### src/rtl/piso_stream.sv
// ============================================================================
//  Module   : piso_stream
//  Brief    : Parallel-in/serial-out shifter with valid/ready load, one-word
//             holding buffer for gapless frames, and frame first/last markers.
//  Revision : 1.0 - initial release
// ============================================================================
`default_nettype none

module piso_stream #(
    parameter int WIDTH      = 8,
    parameter bit MSB_FIRST  = 1'b0,
    parameter bit IDLE_LEVEL = 1'b0
) (
    input  logic             clk,
    input  logic             rst,
    input  logic [WIDTH-1:0] pi,
    input  logic             pi_valid,
    output logic             pi_ready,
    input  logic             shift_en,
    output logic             so,
    output logic             so_valid,
    output logic             so_first,
    output logic             so_last,
    output logic             busy
);

    localparam int CW = (WIDTH > 1) ? $clog2(WIDTH) : 1;
    localparam logic [CW-1:0] C_LAST = CW'(WIDTH - 1);

    generate
        if (WIDTH < 2) begin : g_width_check
            $error("piso_stream: WIDTH must be at least 2");
        end
    endgenerate

    typedef enum logic [0:0] {
        S_IDLE  = 1'b0,
        S_SHIFT = 1'b1
    } state_t;

    state_t             state_q, state_d;
    logic [WIDTH-1:0]   shreg_q, shreg_d;
    logic [CW-1:0]      cnt_q, cnt_d;
    logic [WIDTH-1:0]   hold_q, hold_d;
    logic               hold_full_q, hold_full_d;
    logic               ready_q, ready_d;

    logic               w_accept;
    logic               w_consume;
    logic               w_last;
    logic               w_direct_load;
    logic [WIDTH-1:0]   w_shifted;

    assign w_accept      = pi_valid & ready_q;
    assign w_consume     = (state_q == S_SHIFT) & shift_en;
    assign w_last        = (cnt_q == C_LAST);
    // A word arriving exactly as the last bit leaves bypasses the holding buffer.
    assign w_direct_load = w_consume & w_last & ~hold_full_q & w_accept;
    assign w_shifted     = MSB_FIRST ? {shreg_q[WIDTH-2:0], 1'b0}
                                     : {1'b0, shreg_q[WIDTH-1:1]};

    always_comb begin
        state_d     = state_q;
        shreg_d     = shreg_q;
        cnt_d       = cnt_q;
        hold_d      = hold_q;
        hold_full_d = hold_full_q;

        case (state_q)
            S_IDLE: begin
                if (w_accept) begin
                    shreg_d = pi;
                    cnt_d   = '0;
                    state_d = S_SHIFT;
                end
            end
            S_SHIFT: begin
                if (w_accept && !w_direct_load) begin
                    hold_d      = pi;
                    hold_full_d = 1'b1;
                end
                if (w_consume) begin
                    if (!w_last) begin
                        shreg_d = w_shifted;
                        cnt_d   = cnt_q + CW'(1);
                    end else if (hold_full_q) begin
                        shreg_d     = hold_q;
                        cnt_d       = '0;
                        hold_full_d = 1'b0;
                    end else if (w_accept) begin
                        shreg_d = pi;
                        cnt_d   = '0;
                    end else begin
                        cnt_d   = '0;
                        state_d = S_IDLE;
                    end
                end
            end
            default: begin
                state_d = S_IDLE;
            end
        endcase

        ready_d = ~hold_full_d;
    end

    always_ff @(posedge clk) begin
        if (rst) begin
            state_q     <= S_IDLE;
            shreg_q     <= '0;
            cnt_q       <= '0;
            hold_q      <= '0;
            hold_full_q <= 1'b0;
            ready_q     <= 1'b0;
        end else begin
            state_q     <= state_d;
            shreg_q     <= shreg_d;
            cnt_q       <= cnt_d;
            hold_q      <= hold_d;
            hold_full_q <= hold_full_d;
            ready_q     <= ready_d;
        end
    end

    assign pi_ready = ready_q;
    assign so_valid = (state_q == S_SHIFT);
    assign so       = so_valid ? (MSB_FIRST ? shreg_q[WIDTH-1] : shreg_q[0]) : IDLE_LEVEL;
    assign so_first = so_valid & (cnt_q == '0);
    assign so_last  = so_valid & w_last;
    assign busy     = so_valid | hold_full_q;

endmodule

`default_nettype wire

### config.mk
export PLATFORM = sky130hd
export DESIGN_NAME = piso_stream
export DESIGN_NICKNAME = d
export VERILOG_FILES = /design/src/rtl/piso_stream.sv
export SDC_FILE = /design/constraint.sdc
export NUM_CORES = 1
export LEC_CHECK = 0
export ABC_AREA = 1
export ABC_CLOCK_PERIOD_IN_PS = 3900
export CAP_MARGIN = 20
export CORE_UTILIZATION = 54
export CTS_BUF_LIST = sky130_fd_sc_hd__clkbuf_8 sky130_fd_sc_hd__clkbuf_16
export DETAILED_ROUTE_END_ITERATION = 8
export HOLD_SLACK_MARGIN = 0.06
export PLACE_DENSITY = 0.78
export SYNTH_ARGS = -nofsm -noshare
export SYNTH_HDL_FRONTEND = slang
export SYNTH_SLANG_ARGS = --single-unit
### constraint.sdc
create_clock -name clk -period 3.9 [get_ports clk]
set_input_delay 0.39 -clock clk [delete_from_list [all_inputs] [get_ports clk]]
set_output_delay 0.39 -clock clk [all_outputs]
set_load 0.05 [all_outputs]
==> results_tabular.tex, run 1 <==
\begin{tabular}{lr}
\hline
Metric & Value \\
\hline
\multicolumn{2}{l}{\textbf{Detailed routing}} \\
\quad Met1 routed wirelength after detailed routing & 1496 µm \\
\quad DR DRC count & 0 \\
\quad Number of vias in the routed layout & about 1,500 \\
\quad ANT nets after route & 0 \\
\quad WL met3 & 338 µm \\
\quad WL/cell & 13.25 µm \\
\quad Pre-Repair DR Iteration Count & 4 \\
\quad Starting DRT DRC Count & 47 \\
\quad Via/cell ratio & 5.605 \\
\quad Top Metal Used & met4 \\
\quad WL met2 & 1585 µm \\
\quad Total Wirelength & 3457 µm \\
\multicolumn{2}{l}{\textbf{Layout}} \\
\quad Share of post-route cells with drive strength above 1 & 7.792\% \\
\quad Area delta synth->final & 13.86\% \\
\quad Area of all placed cells without fillers & 0.001583 mm² \\
\quad Number of diodes & 0 \\
\quad Post-layout nets & 247 \\
\multicolumn{2}{l}{\textbf{Placed design}} \\
\quad Post-detailed-placement half-perimeter wirelength & 2433 µm \\
\quad Number of buffer cells added on primary ports & 17 \\
\quad Worst setup slack before clock tree synthesis & 1.738 ns \\
\quad Cell area reported after detailed placement & 0.001511 mm² \\
\quad Final RePlAce weighted congestion & around 0.89 \\
\multicolumn{2}{l}{\textbf{Critical path}} \\
\quad Register-to-register setup slack & around 2.2 ns \\
\quad CP Data Required Time & 3.51 ns \\
\quad Category of the worst setup path launch point & flop \\
\quad Arr. time, crit path & 2.09 ns \\
\quad Path type of the worst setup path & reg -> out \\
\quad Setup crit end & busy \\
\quad CP Max Fanout & 10 \\
\quad Startpoint of the worst-slack reg-to-reg timing path & cnt\_q[0] \\
\quad Worst reg-to-reg path cell count & 9 \\
\quad Endpoint of the lowest-slack register-to-register path & hold\_q[2] \\
\quad Kind of end point of the critical path & output pin \\
\multicolumn{2}{l}{\textbf{Synth}} \\
\quad Number of storage elements in the synthesis netlist & 22 \\
\quad Top cells by area, synth & dfxtp\_1, nand2\_1, a21oi\_1 \\
\quad Share of async-settable or async-resettable flops after synthesis & 0\% \\
\quad Number of flops mapped to enable cells by yosys & 0 \\
\quad Synthesized netlist net count & 237 \\
\quad Portion of synthesized cell area occupied by the leading cell type & between 30\% and 40\% \\
\quad Most common cell in the synthesized netlist & nand2\_1 \\
\quad Average size of a mapped cell & 6.262 µm² \\
\quad Yosys warns & 0 \\
\quad Most instantiated flip-flop cell in the synthesis netlist & dfxtp\_1 \\
\quad Largest area contributor in the netlist & dfxtp\_1 \\
\quad Synth top cells by count & nand2\_1, a21oi\_1, nand3\_1 \\
\quad Post-synthesis cell type count & 24 \\
\quad Sequential cell area fraction in the yosys report & about a third \\
\quad Post-synthesis cell count & around 220 \\
\quad Synthesized area & roughly 0.0014 mm² \\
\multicolumn{2}{l}{\textbf{Clocking}} \\
\quad Clk Tree Root Cell & clkbuf\_8 \\
\quad Maximum buffer depth of the clock tree & 2 \\
\quad Clock tree from TritonCTS & built \\
\quad Skew-Pair Late Insertion Delay & about 0.27 ns \\
\quad Count of cells resized by post-cts repair & 0 \\
\quad Clock transition at path regs & around 0.080 ns \\
\quad H-tree depth & 1 \\
\quad Hold-fix buffers, CTS & 0 \\
\quad Number of buffers created by CTS & 3 \\
\quad Post-CTS repair timing setup buffer count & 0 \\
\quad Sink Count & 22 \\
\multicolumn{2}{l}{\textbf{Floorplanning}} \\
\quad Die width & 52.74 µm \\
\quad FP Rows & 18 \\
\quad Core area & 0.002455 mm² \\
\quad Floorplan die height & 52.74 µm \\
\quad Die area & about 0.0028 mm² \\
\quad Ports & 18 \\
\quad Starting density of the core & 56.63\% \\
\multicolumn{2}{l}{\textbf{Timing}} \\
\quad Max transition margin & 59.06\% \\
\quad Minimum setup slack in the final design & roughly 1.4 ns \\
\quad Final hold violations & 0 \\
\quad Fraction of the cycle the final worst path needs & a little under two thirds \\
\quad Highest clock rate & slightly above 400 MHz \\
\quad Post-route minimum period & 2.476 ns \\
\quad Count of endpoints failing setup in the final report & 0 \\
\quad Max Transition Viols Final & 0 \\
\quad Actual slew at the worst max-slew pin & 0.6133 ns \\
\quad Setup skew after layout & 0.0004504 ns \\
\quad Total Neg Setup Slack & 0 ns \\
\quad Setup repair after global routing missed its margin & no \\
\multicolumn{2}{l}{\textbf{GRT}} \\
\quad Wire length of the first global-routing pass & 5706 µm \\
\quad GRT overflow & 0 \\
\quad Total global routing track utilization & 27.81\% \\
\quad Initial antenna violation count & 0 \\
\quad Largest net degree at the start of global routing & 18 \\
\quad Vias in the first global route & 1,255 \\
\multicolumn{2}{l}{\textbf{Job}} \\
\quad Count of maximum capacitance violations & 0 \\
\multicolumn{2}{l}{\textbf{Power}} \\
\quad Pwr Density & 375.7 mW/mm² \\
\quad VDD IR-drop max & between 0.3 and 0.4 mV \\
\quad Lkg Pwr & 0.7232 nW \\
\multicolumn{2}{l}{\textbf{Outcome}} \\
\quad Result of the run & finished clean \\
\multicolumn{2}{l}{\textbf{Worst hold path}} \\
\quad Class of the tightest hold or removal check & reg -> reg \\
\hline
\end{tabular}
registers in the layout, summed over array words and instances, names as in the netlist, named ones only:
signal	flops
hold_q	8
shreg_q	8
cnt_q	3
pi_ready	1
so_valid	1
routing by layer:
layer / track usage [%] / up-vias
li1: - / 721
met1: 38.11 / 655
met2: 42.19 / 83
met3: 7.246 / 4
met4: 8.333 / 0
met5: 0 / -
through the flow:
stage | hold WS (ns) | util [%] | total power, mW | cells
after floorplan | 0.4406 | - | 0.3485 | 222
after global placement | 0.4693 | 61.57 | 0.3757 | 257
after detailed placement | 0.4757 | 61.57 | 0.3803 | 257
after CTS | 0.4952 | 64.48 | 0.5922 | 261
after global routing | 0.5201 | 64.48 | 0.6205 | 261
final | 0.4894 | 64.48 | 0.5947 | 261
worst min path at each step:
stage              start         to  slack, ns  cells after the start
5_1_grt        hold_q[6]  hold_q[6]       0.52                      2
3_3_place_gp    cnt_q[1]   cnt_q[1]       0.47                      2
2_1_floorplan  hold_q[0]  hold_q[0]       0.44                      2
6_report        cnt_q[1]   cnt_q[1]       0.49                      2
4_1_cts        hold_q[0]  hold_q[0]       0.50                      2
3_5_place_dp   hold_q[0]  hold_q[0]       0.48                      2
worst max-delay path, cell delays in order (launching register included):
cell             delay [ns]
dfxtp_1                0.54
clkinv_1               0.34
nand2_1                0.13
clkdlybuf4s50_1        0.80
report_power, final:
part | switching, mW | internal (mW) | total [mW] | leakage, nW
registers | 0.0168 | 0.238 | 0.255 | 0.180
clock network | 0.0798 | 0.137 | 0.217 | 0.0357
logic | 0.0782 | 0.0442 | 0.122 | 0.508
cells by family (layout without fill, tap and decap cells):
family | Yosys count | count (layout) | synth area share (%)
buffers and inverters | 41 | 50 | 14.22
and+or+nand+nor | 119 | 119 | 37.17
DFF | 22 | 22 | 31.68
AOI/OAI and AO/OA | 37 | 37 | 14.22
adders and majority gates | 3 | 3 | 2.701
layout by cell type, fill, tap and decap left out:
master,netlist,final
o21ai_2,1,1
nor2_1,25,25
and2_1,1,1
a31oi_1,1,1
nand2_2,7,7
a22oi_2,1,1
nor3_1,1,1
nand2_4,1,1
clkinv_1,1,1
clkdlybuf4s50_1,0,17
o21ai_1,1,1
nand4_1,1,1
nand2_1,52,52
a21oi_1,31,31
ha_1,3,3
bufinv_16,0,1
dfxtp_1,22,22
o21ai_0,2,2
clkbuf_8,0,3
inv_1,24,24
nand3_1,31,31
inv_4,1,1
inv_2,3,3
cell type report:
| cell class | count | area [µm²] |
|---|---|---|
| multi-input cells | 159 | 752.0 |
| inverters | 29 | 111.4 |
| fillers | 223 | 872.1 |
| flip-flops and latches | 22 | 440.4 |
| repair buffers | 17 | 170.2 |
| well taps | 30 | 37.54 |
| clock buffers | 3 | 41.29 |
| clock inverters | 1 | 30.03 |
Note: power is estimated with default switching activity, not from simulation.
==> run 2: changes to the inputs <==
--- a/config.mk
+++ b/config.mk
@@ -6,13 +6,14 @@
 export NUM_CORES = 1
 export LEC_CHECK = 0
 export ABC_AREA = 1
-export ABC_CLOCK_PERIOD_IN_PS = 3900
+export ABC_CLOCK_PERIOD_IN_PS = 2000
 export CAP_MARGIN = 20
-export CORE_UTILIZATION = 54
+export CORE_ASPECT_RATIO = 0.5
+export CORE_UTILIZATION = 49
 export CTS_BUF_LIST = sky130_fd_sc_hd__clkbuf_8 sky130_fd_sc_hd__clkbuf_16
 export DETAILED_ROUTE_END_ITERATION = 8
 export HOLD_SLACK_MARGIN = 0.06
-export PLACE_DENSITY = 0.78
+export PLACE_DENSITY = 0.75
 export SYNTH_ARGS = -nofsm -noshare
 export SYNTH_HDL_FRONTEND = slang
 export SYNTH_SLANG_ARGS = --single-unit
==> constraint.sdc (replaced) <==
create_clock -name clk -period 2 [get_ports clk]
set_input_delay 0.2 -clock clk [delete_from_list [all_inputs] [get_ports clk]]
set_output_delay 0.2 -clock clk [all_outputs]
set_load 0.05 [all_outputs]
==> results_tabular.tex, run 2 (synthesis gave the netlist of run 1 again) <==
\begin{tabular}{lr}
\hline
Metric & Value \\
\hline
\multicolumn{2}{l}{\textbf{Floorplanning}} \\
\quad Ports & 18 (unchanged) \\
\quad Starting density of the core & 52.75\% (was 56.63\%) \\
\quad FP Rows & 13 (was 18) \\
\quad Floorplan die height & 39.66 µm (was 52.74 µm) \\
\quad Die width & 77.33 µm (was 52.74 µm) \\
\quad Core area & 0.002635 mm² (was 0.002455 mm²) \\
\quad Die area & 0.003067 mm² (was 0.002781 mm²) \\
\multicolumn{2}{l}{\textbf{Detailed routing}} \\
\quad DR DRC count & 0 (unchanged) \\
\quad Starting DRT DRC Count & 187 (was 47) \\
\quad Number of vias in the routed layout & 1,428 (was 1,463) \\
\quad ANT nets after route & 0 (unchanged) \\
\quad Via/cell ratio & 5.250 (was 5.605) \\
\quad WL/cell & 13.21 µm (was 13.25 µm) \\
\quad Total Wirelength & 3594 µm (was 3457 µm) \\
\quad Pre-Repair DR Iteration Count & 5 (was 4) \\
\multicolumn{2}{l}{\textbf{Layout}} \\
\quad Number of diodes & 0 (unchanged) \\
\quad Top library cells by usage in the layout, fill and taps aside & nand2\_1, nand3\_1, a21oi\_1 (unchanged) \\
\quad Area used by multi-input combinational logic & 752.0 µm² (unchanged) \\
\quad Share of post-route cells with drive strength above 1 & 11.91\% (was 7.792\%) \\
\quad Leading registers by flop count & hold\_q x8, shreg\_q x8, cnt\_q x3 (unchanged) \\
\quad Sequential cell area in the final layout & 440.4 µm² (unchanged) \\
\quad Post-layout nets & 251 (was 247) \\
\quad Area delta synth->final & 17.37\% (was 13.86\%) \\
\quad Fillers & 263 (was 223) \\
\quad Number of standard cells in the final layout excluding fillers & 272 (was 261) \\
\quad Leading cell type in the layout, fill and taps excluded & nand2\_1 (unchanged) \\
\quad Area of all placed cells without fillers & 0.001632 mm² (was 0.001583 mm²) \\
\quad Share of the core filled with cells in the final layout & 61.92\% (was 64.48\%) \\
\multicolumn{2}{l}{\textbf{Critical path}} \\
\quad Slowest-stage cell, CP & dfxtp\_1 (was clkdlybuf4s50\_1) \\
\quad Buffer and inverter count on the worst path & 2 (unchanged) \\
\quad Delay-heaviest family, CP & flip-flops (was buffers and inverters) \\
\quad Setup crit end & busy (unchanged) \\
\quad Endpoint of the lowest-slack register-to-register path & hold\_q[0] (was hold\_q[2]) \\
\quad Category of the worst setup path launch point & flop (unchanged) \\
\quad Register-to-register setup slack & 0.35 ns (was 2.19 ns) \\
\quad Startpoint of the worst-slack reg-to-reg timing path & cnt\_q[1] (was cnt\_q[0]) \\
\quad Path type of the worst setup path & reg -> out (unchanged) \\
\quad Cells along the critical path & clkinv\_1, nand2\_1, buf\_12 (was clkinv\_1, nand2\_1, clkdlybuf4s50\_1) \\
\quad CP Max Fanout & 10 (unchanged) \\
\quad CP Data Required Time & 1.80 ns (was 3.51 ns) \\
\quad Worst path max stage delay & 0.54 ns (was 0.80 ns) \\
\quad Worst reg-to-reg path cell count & 9 (unchanged) \\
\quad Instance count on the critical path & 3 (unchanged) \\
\quad Kind of end point of the critical path & output pin (unchanged) \\
\quad Arr. time, crit path & 1.56 ns (was 2.09 ns) \\
\multicolumn{2}{l}{\textbf{Worst hold path}} \\
\quad Cell depth of the worst min-delay path & 2 (unchanged) \\
\quad Class of the tightest hold or removal check & reg -> reg (unchanged) \\
\multicolumn{2}{l}{\textbf{GRT}} \\
\quad Total global routing track utilization & 24.93\% (was 27.81\%) \\
\quad Wire length of the first global-routing pass & 5658 µm (was 5706 µm) \\
\quad GRT overflow & 0 (unchanged) \\
\quad Initial antenna violation count & 0 (unchanged) \\
\quad Largest net degree at the start of global routing & 18 (unchanged) \\
\quad Vias in the first global route & 1,099 (was 1,255) \\
\multicolumn{2}{l}{\textbf{Timing}} \\
\quad Count of endpoints failing setup in the final report & 0 (unchanged) \\
\quad Setup repair after global routing missed its margin & no (unchanged) \\
\quad Fraction of the cycle the final worst path needs & 87.99\% \\
\quad Highest clock rate & 568.2 MHz \\
\quad Max Transition Viols Final & 0 (unchanged) \\
\quad Max transition margin & 68.83\% (was 59.06\%) \\
\quad Setup skew after layout & 0.002510 ns (was 0.0004504 ns) \\
\quad Post-route minimum period & approximately 1.8 ns \\
\quad Final hold violations & 0 (unchanged) \\
\quad Actual slew at the worst max-slew pin & 0.4670 ns (was 0.6133 ns) \\
\quad Worst hold margin & 0.4736 ns (was 0.4894 ns) \\
\quad Minimum setup slack in the final design & 0.2402 ns (was 1.424 ns) \\
\quad Total Neg Setup Slack & 0 ns (unchanged) \\
\multicolumn{2}{l}{\textbf{Power}} \\
\quad Lkg Pwr & 0.7579 nW (was 0.7232 nW) \\
\quad Pwr Density & 718.2 mW/mm² (was 375.7 mW/mm²) \\
\quad Total power consumption of the routed design & 1.172 mW (was 0.5947 mW) \\
\quad VDD IR-drop max & 0.3888 mV (was 0.3828 mV) \\
\multicolumn{2}{l}{\textbf{Clocking}} \\
\quad Clk Tree Root Cell & clkbuf\_8 (unchanged) \\
\quad Post-CTS repair timing setup buffer count & 0 (unchanged) \\
\quad Hold-fix buffers, CTS & 0 (unchanged) \\
\quad Clock tree from TritonCTS & built (unchanged) \\
\quad Sink Count & 22 (unchanged) \\
\quad Count of cells resized by post-cts repair & 0 (unchanged) \\
\quad Skew-Pair Late Insertion Delay & 0.27 ns (about the same) \\
\quad Number of buffers created by CTS & 3 (unchanged) \\
\quad Clock transition at path regs & 0.08 ns (about the same) \\
\quad H-tree depth & 1 (unchanged) \\
\quad Maximum buffer depth of the clock tree & 2 (unchanged) \\
\multicolumn{2}{l}{\textbf{Job}} \\
\quad Count of maximum capacitance violations & 0 (unchanged) \\
\multicolumn{2}{l}{\textbf{Placed design}} \\
\quad Number of buffer cells added on primary ports & 17 (unchanged) \\
\quad Post-detailed-placement half-perimeter wirelength & 2596 µm (was 2433 µm) \\
\quad Cell area reported after detailed placement & 0.001560 mm² (was 0.001511 mm²) \\
\quad Final RePlAce weighted congestion & 0.8780 (was 0.8925) \\
\quad Worst setup slack before clock tree synthesis & 0.3374 ns (was 1.738 ns) \\
\quad DP Cell Count & 268 (was 257) \\
\multicolumn{2}{l}{\textbf{Outcome}} \\
\quad Result of the run & finished clean (unchanged) \\
\hline
\end{tabular}
run 2: changes by cell type in the layout (fill, tap and decap cells not counted):
cell / change
buf_12: +2
buf_4: +8
clkdlybuf4s50_1: -6
run 2: worst min path at each step:
stage,from,end,slack (ns)
after floorplan,pi[7],hold_q[7],0.33
after global placement,hold_q[4],hold_q[4],0.46
after detailed placement,hold_q[3],hold_q[3],0.46
after CTS,hold_q[3],hold_q[3],0.48
after global routing,hold_q[4],hold_q[4],0.51
final,hold_q[3],hold_q[3],0.47
run 2: per-layer routing:
layer  up-vias  GRT usage [%]  part of all wire [%]
li1        731              -                     -
met1       629          38.74                    51
met2        64          33.85                    39
met3         4          5.814                   9.2
met4         0          2.830                  0.33
met5         -              0                     0
run 2: power breakdown:
part | switching [mW] | leakage (nW) | internal [mW]
Clock | 0.158 | 0.0357 | 0.268
Combinational | 0.162 | 0.543 | 0.0944
Sequential | 0.0246 | 0.180 | 0.465
Total | 0.345 | 0.758 | 0.827
run 2: final cells by class:
class	count	share of cell area, %
timing repair buffer	21	12.88
clock buffer	3	2.531
tap	37	2.837
inverter	29	6.825
clock inverter	1	1.840
sequential	22	26.99
multi-input combinational	159	46.09
run 2: tightest hold or removal path, delay by kind of cell, from the launching register on:
kind | cells | cell delay, ns
DFF | 1 | 0.33
and+or+nand+nor | 2 | 0.11
